===== src/rtl/ro_puf_controller_if.sv =====
// Host-side handshake for the RO PUF sequencer: request/challenge in, busy/done/response out.
interface ro_puf_controller_if #(
  parameter int SEL_W     = 4,
  parameter int RESP_BITS = 8
);
  logic                         start;
  logic [RESP_BITS*2*SEL_W-1:0] challenge;
  logic                         busy;
  logic                         done;
  logic [RESP_BITS-1:0]         response;
  logic [RESP_BITS-1:0]         err_flags;

  modport master (
    output start, challenge,
    input  busy, done, response, err_flags
  );

  modport slave (
    input  start, challenge,
    output busy, done, response, err_flags
  );
endinterface


===== src/rtl/ro_puf_controller.sv =====
// Ring-oscillator PUF sequencer: per challenge slot, enable one RO pair, settle, gate the
// edge counters for a fixed window, compare the counts and record one response bit.
module ro_puf_controller #(
  parameter int NUM_RO    = 16,
  parameter int SEL_W     = 4,
  parameter int CNT_W     = 16,
  parameter int WINDOW    = 1024,
  parameter int SETTLE    = 8,
  parameter int RESP_BITS = 8
) (
  input  logic              clk,
  input  logic              rst,
  ro_puf_controller_if.slave host,
  output logic [NUM_RO-1:0] ro_en,
  output logic [SEL_W-1:0]  sel_a,
  output logic [SEL_W-1:0]  sel_b,
  output logic              cnt_clr,
  output logic              cnt_en,
  input  logic [CNT_W-1:0]  cnt_a,
  input  logic [CNT_W-1:0]  cnt_b
);

  localparam int CHAL_W = RESP_BITS * 2 * SEL_W;
  localparam int K_W    = (RESP_BITS > 1) ? $clog2(RESP_BITS) : 1;
  localparam int T_MAX  = (WINDOW > SETTLE) ? WINDOW : SETTLE;
  localparam int TMR_W  = $clog2(T_MAX + 1);
  localparam logic [K_W-1:0] LAST_K = K_W'(RESP_BITS - 1);

  typedef enum logic [2:0] {
    S_IDLE,
    S_SETUP,
    S_SETTLE,
    S_COUNT,
    S_HOLD,
    S_COMPARE,
    S_NEXT,
    S_DONE
  } state_t;

  state_t                state_reg;
  logic [CHAL_W-1:0]     chal_reg;
  logic [K_W-1:0]        k_reg;
  logic [TMR_W-1:0]      tmr_reg;
  logic                  valid_reg;
  logic                  busy_reg;
  logic                  done_reg;
  logic [RESP_BITS-1:0]  resp_reg;
  logic [RESP_BITS-1:0]  err_reg;
  logic [NUM_RO-1:0]     ro_en_reg;
  logic [SEL_W-1:0]      sel_a_reg;
  logic [SEL_W-1:0]      sel_b_reg;
  logic                  cnt_clr_reg;
  logic                  cnt_en_reg;

  // Slot about to be loaded into SETUP: slot 0 straight from the input at accept,
  // otherwise slot k+1 of the latched challenge.
  logic [CHAL_W-1:0]     slot_src;
  logic [K_W-1:0]        slot_idx;
  logic [2*SEL_W-1:0]    slot_next;
  logic [SEL_W-1:0]      next_a;
  logic [SEL_W-1:0]      next_b;
  logic                  next_valid;

  always_comb begin
    slot_src   = (state_reg == S_IDLE) ? host.challenge : chal_reg;
    slot_idx   = (state_reg == S_IDLE) ? '0 : k_reg + K_W'(1);
    slot_next  = slot_src[int'(slot_idx) * (2 * SEL_W) +: 2 * SEL_W];
    next_a     = slot_next[2*SEL_W-1:SEL_W];
    next_b     = slot_next[SEL_W-1:0];
    next_valid = (next_a != next_b)
              && (32'(next_a) < 32'(NUM_RO))
              && (32'(next_b) < 32'(NUM_RO));
  end

  // Pair decode from the registered selects; only used once the slot is known valid.
  logic [NUM_RO-1:0] pair_dec;

  for (genvar gi = 0; gi < NUM_RO; gi++) begin : g_pair_dec
    assign pair_dec[gi] = (sel_a_reg == SEL_W'(gi)) || (sel_b_reg == SEL_W'(gi));
  end

  always_ff @(posedge clk) begin
    if (rst) begin
      state_reg   <= S_IDLE;
      chal_reg    <= '0;
      k_reg       <= '0;
      tmr_reg     <= '0;
      valid_reg   <= 1'b0;
      busy_reg    <= 1'b0;
      done_reg    <= 1'b0;
      resp_reg    <= '0;
      err_reg     <= '0;
      ro_en_reg   <= '0;
      sel_a_reg   <= '0;
      sel_b_reg   <= '0;
      cnt_clr_reg <= 1'b1;
      cnt_en_reg  <= 1'b0;
    end else begin
      done_reg <= 1'b0;
      case (state_reg)
        S_IDLE: begin
          if (host.start) begin
            chal_reg  <= host.challenge;
            k_reg     <= '0;
            resp_reg  <= '0;
            err_reg   <= '0;
            busy_reg  <= 1'b1;
            sel_a_reg <= next_a;
            sel_b_reg <= next_b;
            valid_reg <= next_valid;
            state_reg <= S_SETUP;
          end
        end

        S_SETUP: begin
          if (valid_reg) begin
            ro_en_reg <= pair_dec;
            tmr_reg   <= TMR_W'(SETTLE - 1);
            state_reg <= S_SETTLE;
          end else begin
            err_reg[k_reg]  <= 1'b1;
            resp_reg[k_reg] <= 1'b0;
            cnt_clr_reg     <= 1'b0;
            state_reg       <= S_NEXT;
          end
        end

        S_SETTLE: begin
          if (tmr_reg == '0) begin
            cnt_clr_reg <= 1'b0;
            cnt_en_reg  <= 1'b1;
            tmr_reg     <= TMR_W'(WINDOW - 1);
            state_reg   <= S_COUNT;
          end else begin
            tmr_reg <= tmr_reg - TMR_W'(1);
          end
        end

        S_COUNT: begin
          if (tmr_reg == '0) begin
            cnt_en_reg <= 1'b0;
            tmr_reg    <= TMR_W'(1);
            state_reg  <= S_HOLD;
          end else begin
            tmr_reg <= tmr_reg - TMR_W'(1);
          end
        end

        // Two idle cycles let the last edges ripple through the counter synchronizers.
        S_HOLD: begin
          if (tmr_reg == '0) begin
            ro_en_reg <= '0;
            state_reg <= S_COMPARE;
          end else begin
            tmr_reg <= tmr_reg - TMR_W'(1);
          end
        end

        S_COMPARE: begin
          resp_reg[k_reg] <= (cnt_a > cnt_b);
          err_reg[k_reg]  <= (cnt_a == cnt_b);
          state_reg       <= S_NEXT;
        end

        S_NEXT: begin
          cnt_clr_reg <= 1'b1;
          if (k_reg == LAST_K) begin
            done_reg  <= 1'b1;
            busy_reg  <= 1'b0;
            state_reg <= S_DONE;
          end else begin
            k_reg     <= k_reg + K_W'(1);
            sel_a_reg <= next_a;
            sel_b_reg <= next_b;
            valid_reg <= next_valid;
            state_reg <= S_SETUP;
          end
        end

        S_DONE: begin
          state_reg <= S_IDLE;
        end

        default: begin
          state_reg <= S_IDLE;
        end
      endcase
    end
  end

  assign host.busy      = busy_reg;
  assign host.done      = done_reg;
  assign host.response  = resp_reg;
  assign host.err_flags = err_reg;
  assign ro_en          = ro_en_reg;
  assign sel_a          = sel_a_reg;
  assign sel_b          = sel_b_reg;
  assign cnt_clr        = cnt_clr_reg;
  assign cnt_en         = cnt_en_reg;

endmodule


===== src/flat_wrapper.sv =====
// flat-port wrapper written by rule: the top's interface ports become plain ports
module ro_puf_controller_flat 
#(
  parameter int NUM_RO    = 16,
  parameter int SEL_W     = 4,
  parameter int CNT_W     = 16,
  parameter int WINDOW    = 1024,
  parameter int SETTLE    = 8,
  parameter int RESP_BITS = 8
)
  (clk, rst, ro_en, sel_a, sel_b, cnt_clr, cnt_en, cnt_a, cnt_b, host_start, host_challenge, host_busy, host_done, host_response, host_err_flags);
  ro_puf_controller_if #(.SEL_W(SEL_W), .RESP_BITS(RESP_BITS)) host_i ();
  input  logic clk;
  input  logic rst;
  output logic [NUM_RO-1:0] ro_en;
  output logic [SEL_W-1:0] sel_a;
  output logic [SEL_W-1:0] sel_b;
  output logic cnt_clr;
  output logic cnt_en;
  input  logic [CNT_W-1:0] cnt_a;
  input  logic [CNT_W-1:0] cnt_b;
  input wire logic [$bits(host_i.start)-1:0] host_start;
  input wire logic [$bits(host_i.challenge)-1:0] host_challenge;
  output wire logic [$bits(host_i.busy)-1:0] host_busy;
  output wire logic [$bits(host_i.done)-1:0] host_done;
  output wire logic [$bits(host_i.response)-1:0] host_response;
  output wire logic [$bits(host_i.err_flags)-1:0] host_err_flags;
  assign host_i.start = host_start;
  assign host_i.challenge = host_challenge;
  assign host_busy = host_i.busy;
  assign host_done = host_i.done;
  assign host_response = host_i.response;
  assign host_err_flags = host_i.err_flags;
  ro_puf_controller #(.NUM_RO(NUM_RO), .SEL_W(SEL_W), .CNT_W(CNT_W), .WINDOW(WINDOW), .SETTLE(SETTLE), .RESP_BITS(RESP_BITS)) u_core (.clk(clk), .rst(rst), .host(host_i), .ro_en(ro_en), .sel_a(sel_a), .sel_b(sel_b), .cnt_clr(cnt_clr), .cnt_en(cnt_en), .cnt_a(cnt_a), .cnt_b(cnt_b));
endmodule

===== config.mk =====
export PLATFORM = sky130hd
export DESIGN_NAME = ro_puf_controller_flat
export DESIGN_NICKNAME = d
export VERILOG_FILES = /design/src/rtl/ro_puf_controller_if.sv /design/src/rtl/ro_puf_controller.sv /design/src/flat_wrapper.sv
export SDC_FILE = /design/constraint.sdc
export NUM_CORES = 1
export LEC_CHECK = 0
export ABC_AREA = 1
export CORE_ASPECT_RATIO = 2
export CORE_MARGIN = 2
export CORE_UTILIZATION = 51
export CTS_CLUSTER_DIAMETER = 40
export CTS_CLUSTER_SIZE = 12
export DETAILED_ROUTE_END_ITERATION = 12
export HOLD_SLACK_MARGIN = 0.03
export PLACE_DENSITY = 0.82
export SLEW_MARGIN = 0
export SYNTH_ARGS = -nofsm -noshare
export SYNTH_HDL_FRONTEND = slang
export SYNTH_SLANG_ARGS = --single-unit
export TNS_END_PERCENT = 1

===== constraint.sdc =====
create_clock -name clk -period 2.3 [get_ports clk]
set_clock_uncertainty 0.05 [all_clocks]
set_input_delay 0.23 -clock clk [delete_from_list [all_inputs] [get_ports clk]]
set_output_delay 0.23 -clock clk [all_outputs]
set_load 0.1 [all_outputs]

==> impl_metrics.yaml <==
worst_hold_path:
  worstHoldPathType: "in2reg"
  hold_depth: 3
timing:
  relSlewSlack_pct: 28.1
  hold-worst-slack_ns: 0.322
  fmax_mhz: 471
  worst_pin_slew_ns: 1.08
  finalHoldViolCount: 0
  finalCritPeriodShare_pct: 92.3
  timing.final.crit_period_ns: 2.12
  setup_viol: 0
  drv_slew: 0
  final.setup.tns_ns: 0
  rsz0062_at_grt: "no"
power:
  power_density_nw_per_um2: 1280
  total_power_uw: 11100
  leakage_uw: 0.00383
  vdd_drop_max_uv: 1020
layout:
  nNetsFinal: 1267
  finish.utilization_pct: 67.5
  largest_reg_flops: 64
  antennaDiodeCount: 0
  drive_above_1_share_pct: 10.2
  syn2layout_area_growth_pct: 30.3
floorplan:
  boundaryPins: 143
  die_h_um: 165
  rows: 59
  dieArea_um2: 14000
  core_area_um2: 12800
  initial_core_util_pct: 51.8
  die_x_um: 84.7
synthesis:
  synth-seq-cells: 126
  avgSynthCellArea_um2: 6.54
  synth_cells: 1017
  syn_nets: 1135
  synth_ff_type: "dfxtp_1"
  synth_common_cells: "nand2_1 (321), a21oi_1 (130), dfxtp_1 (126), inv_1 (97), nor2_1 (76)"
  yosysTopAreaCell: "dfxtp_1"
  synth_area_leaders: "dfxtp_1 (38%), nand2_1 (18%), a21oi_1 (9.8%)"
  seq_area_frac_synth_pct: 37.9
  syn_area_um2: 6650
  synth_top_area_share_pct: 37.9
  synth_most_common_cell: "nand2_1"
  synth_edf_count: 0
  synthDistinctLibCells: 38
  synthArstFlopShare_pct: 0
  ys_warn_count: 0
grt:
  grt_max_degree: 98
  grt_pass1_vias: 6610
  grt_pass1_wl_um: 30900
  overflow: 0
  antenna_found_initial: 0
  grt_usage_pct: 27.1
setup_path:
  crit_fanout: 8
  cp.arrival_ns: 2.36
  cp-start-kind: "flop"
  crit_type: "reg2reg"
  cp.required_ns: 2.54
  endpoint_kind: "flop"
  reg2reg_depth: 11
routing:
  vias: 7115
  first_pass_iters: 6
  antenna_left: 0
  viasPerCell: 5.42
  drt-total-wl_um: 19100
  drc: 0
  drt_iter0_drc: 581
  avgRoutedWirePerCell_um: 14.5
cts:
  h-tree-depth: 4
  cts_root_buf: "clkbuf_16"
  cts_buffer_depth: 2
  cts_sinks: 126
  cts_buffers: 17
  clkLatencyLatePin_ns: 0.41
  clk_pin_slew_ns: 0.06
  cts_tree: "yes"
  ctsHoldBuffers: 0
placement:
  gp_congestion: 0.888
  place_hpwl_um: 13500
  io_buffers: 142
flow_run:
  drv_cap: 0
outcome:
  status: "complete, no violations"
-- critical path: stages (launching register included) --
cell and delay (ns):
dfxtp_1 0.32, inv_1 0.07, ha_1 0.19, nand3_1 0.12
nor2_1 0.17, nand2_1 0.12, nor2_2 0.20, nand3_1 0.17
o21ai_2 0.21, inv_2 0.11, o21ai_0 0.20, a31oi_1 0.08
-- path summary, 6_finish.rpt --
path | start | to | slack [ns]
setup / recovery | u_core.tmr_reg[0] | u_core.tmr_reg[1] | 0.18
hold / removal | host_challenge[40] | u_core.chal_reg[40] | 0.32
setup reg to reg | u_core.tmr_reg[0] | u_core.tmr_reg[1] | 0.18
hold reg to reg | u_core.ro_en[14] | u_core.ro_en[14] | 0.41
-- timing repair --
| item | CTS | global route |
|---|---|---|
| resized for setup | 0 | 5 |
| buffers inserted | 0 | 0 |
| endpoints found under the setup margin | 0 | 8 |
-- cells by family after synthesis --
group | count (synthesis) | share of synthesized area (%)
compound gates | 210 | 17.1
fa+ha+maj | 19 | 3.57
buf+inv | 156 | 9.37
flops | 126 | 37.9
simple gates | 499 | 31.1
xor+xnor | 7 | 0.922
-- metal layers --
| metal | global-route usage, % | vias up | routed length, um |
|---|---|---|---|
| met5 | 0 | - | 0 |
| met4 | 10.7 | 0 | 542 |
| met3 | 4.22 | 53 | 1180 |
| met2 | 47.4 | 278 | 9730 |
| met1 | 33.1 | 3214 | 7620 |
| li1 | - | 3570 | - |
-- final cells by class --
class / instances / area, um^2
fillers: 1142 / 4180
multi-input cells: 735 / 3510
flip-flops and latches: 126 / 2520
repair buffers: 162 / 1500
clock buffers: 20 / 447
inverters: 107 / 402
well taps: 152 / 190
clock inverters: 11 / 95.1
-- report_power, final --
group | internal, uW | leakage, uW | switching [uW]
registers | 2640 | 0.00103 | 349
clock network | 1500 | 0.000250 | 966
logic | 1700 | 0.00255 | 3970
total | 5830 | 0.00383 | 5280
-- through the flow --
step / setup WS [ns] / cell area (um^2) / cells
2_1_floorplan: 0.478 / 6650 / 1017
3_3_place_gp: 0.0867 / 8110 / 1282
3_5_place_dp: 0.0147 / 8110 / 1282
4_1_cts: 0.102 / 8650 / 1313
5_1_grt: 0.00238 / 8670 / 1313
6_report: 0.178 / 8670 / 1313
-- placed cells by master, fill, tap and decap left out, drive strengths merged, types with 9 or more instances in the layout --
| master | n |
|---|---|
| dfxtp | 126 |
| o211ai | 10 |
| nand2 | 324 |
| a21oi | 130 |
| clkbuf | 20 |
| clkdlybuf4s50 | 97 |
| inv | 107 |
| nor2 | 79 |
| nand3 | 64 |
| nor3 | 20 |
| buf | 65 |
| ha | 19 |
| o22ai | 17 |
| a31oi | 9 |
| o21ai | 35 |
(Power assumes the default switching activity.)
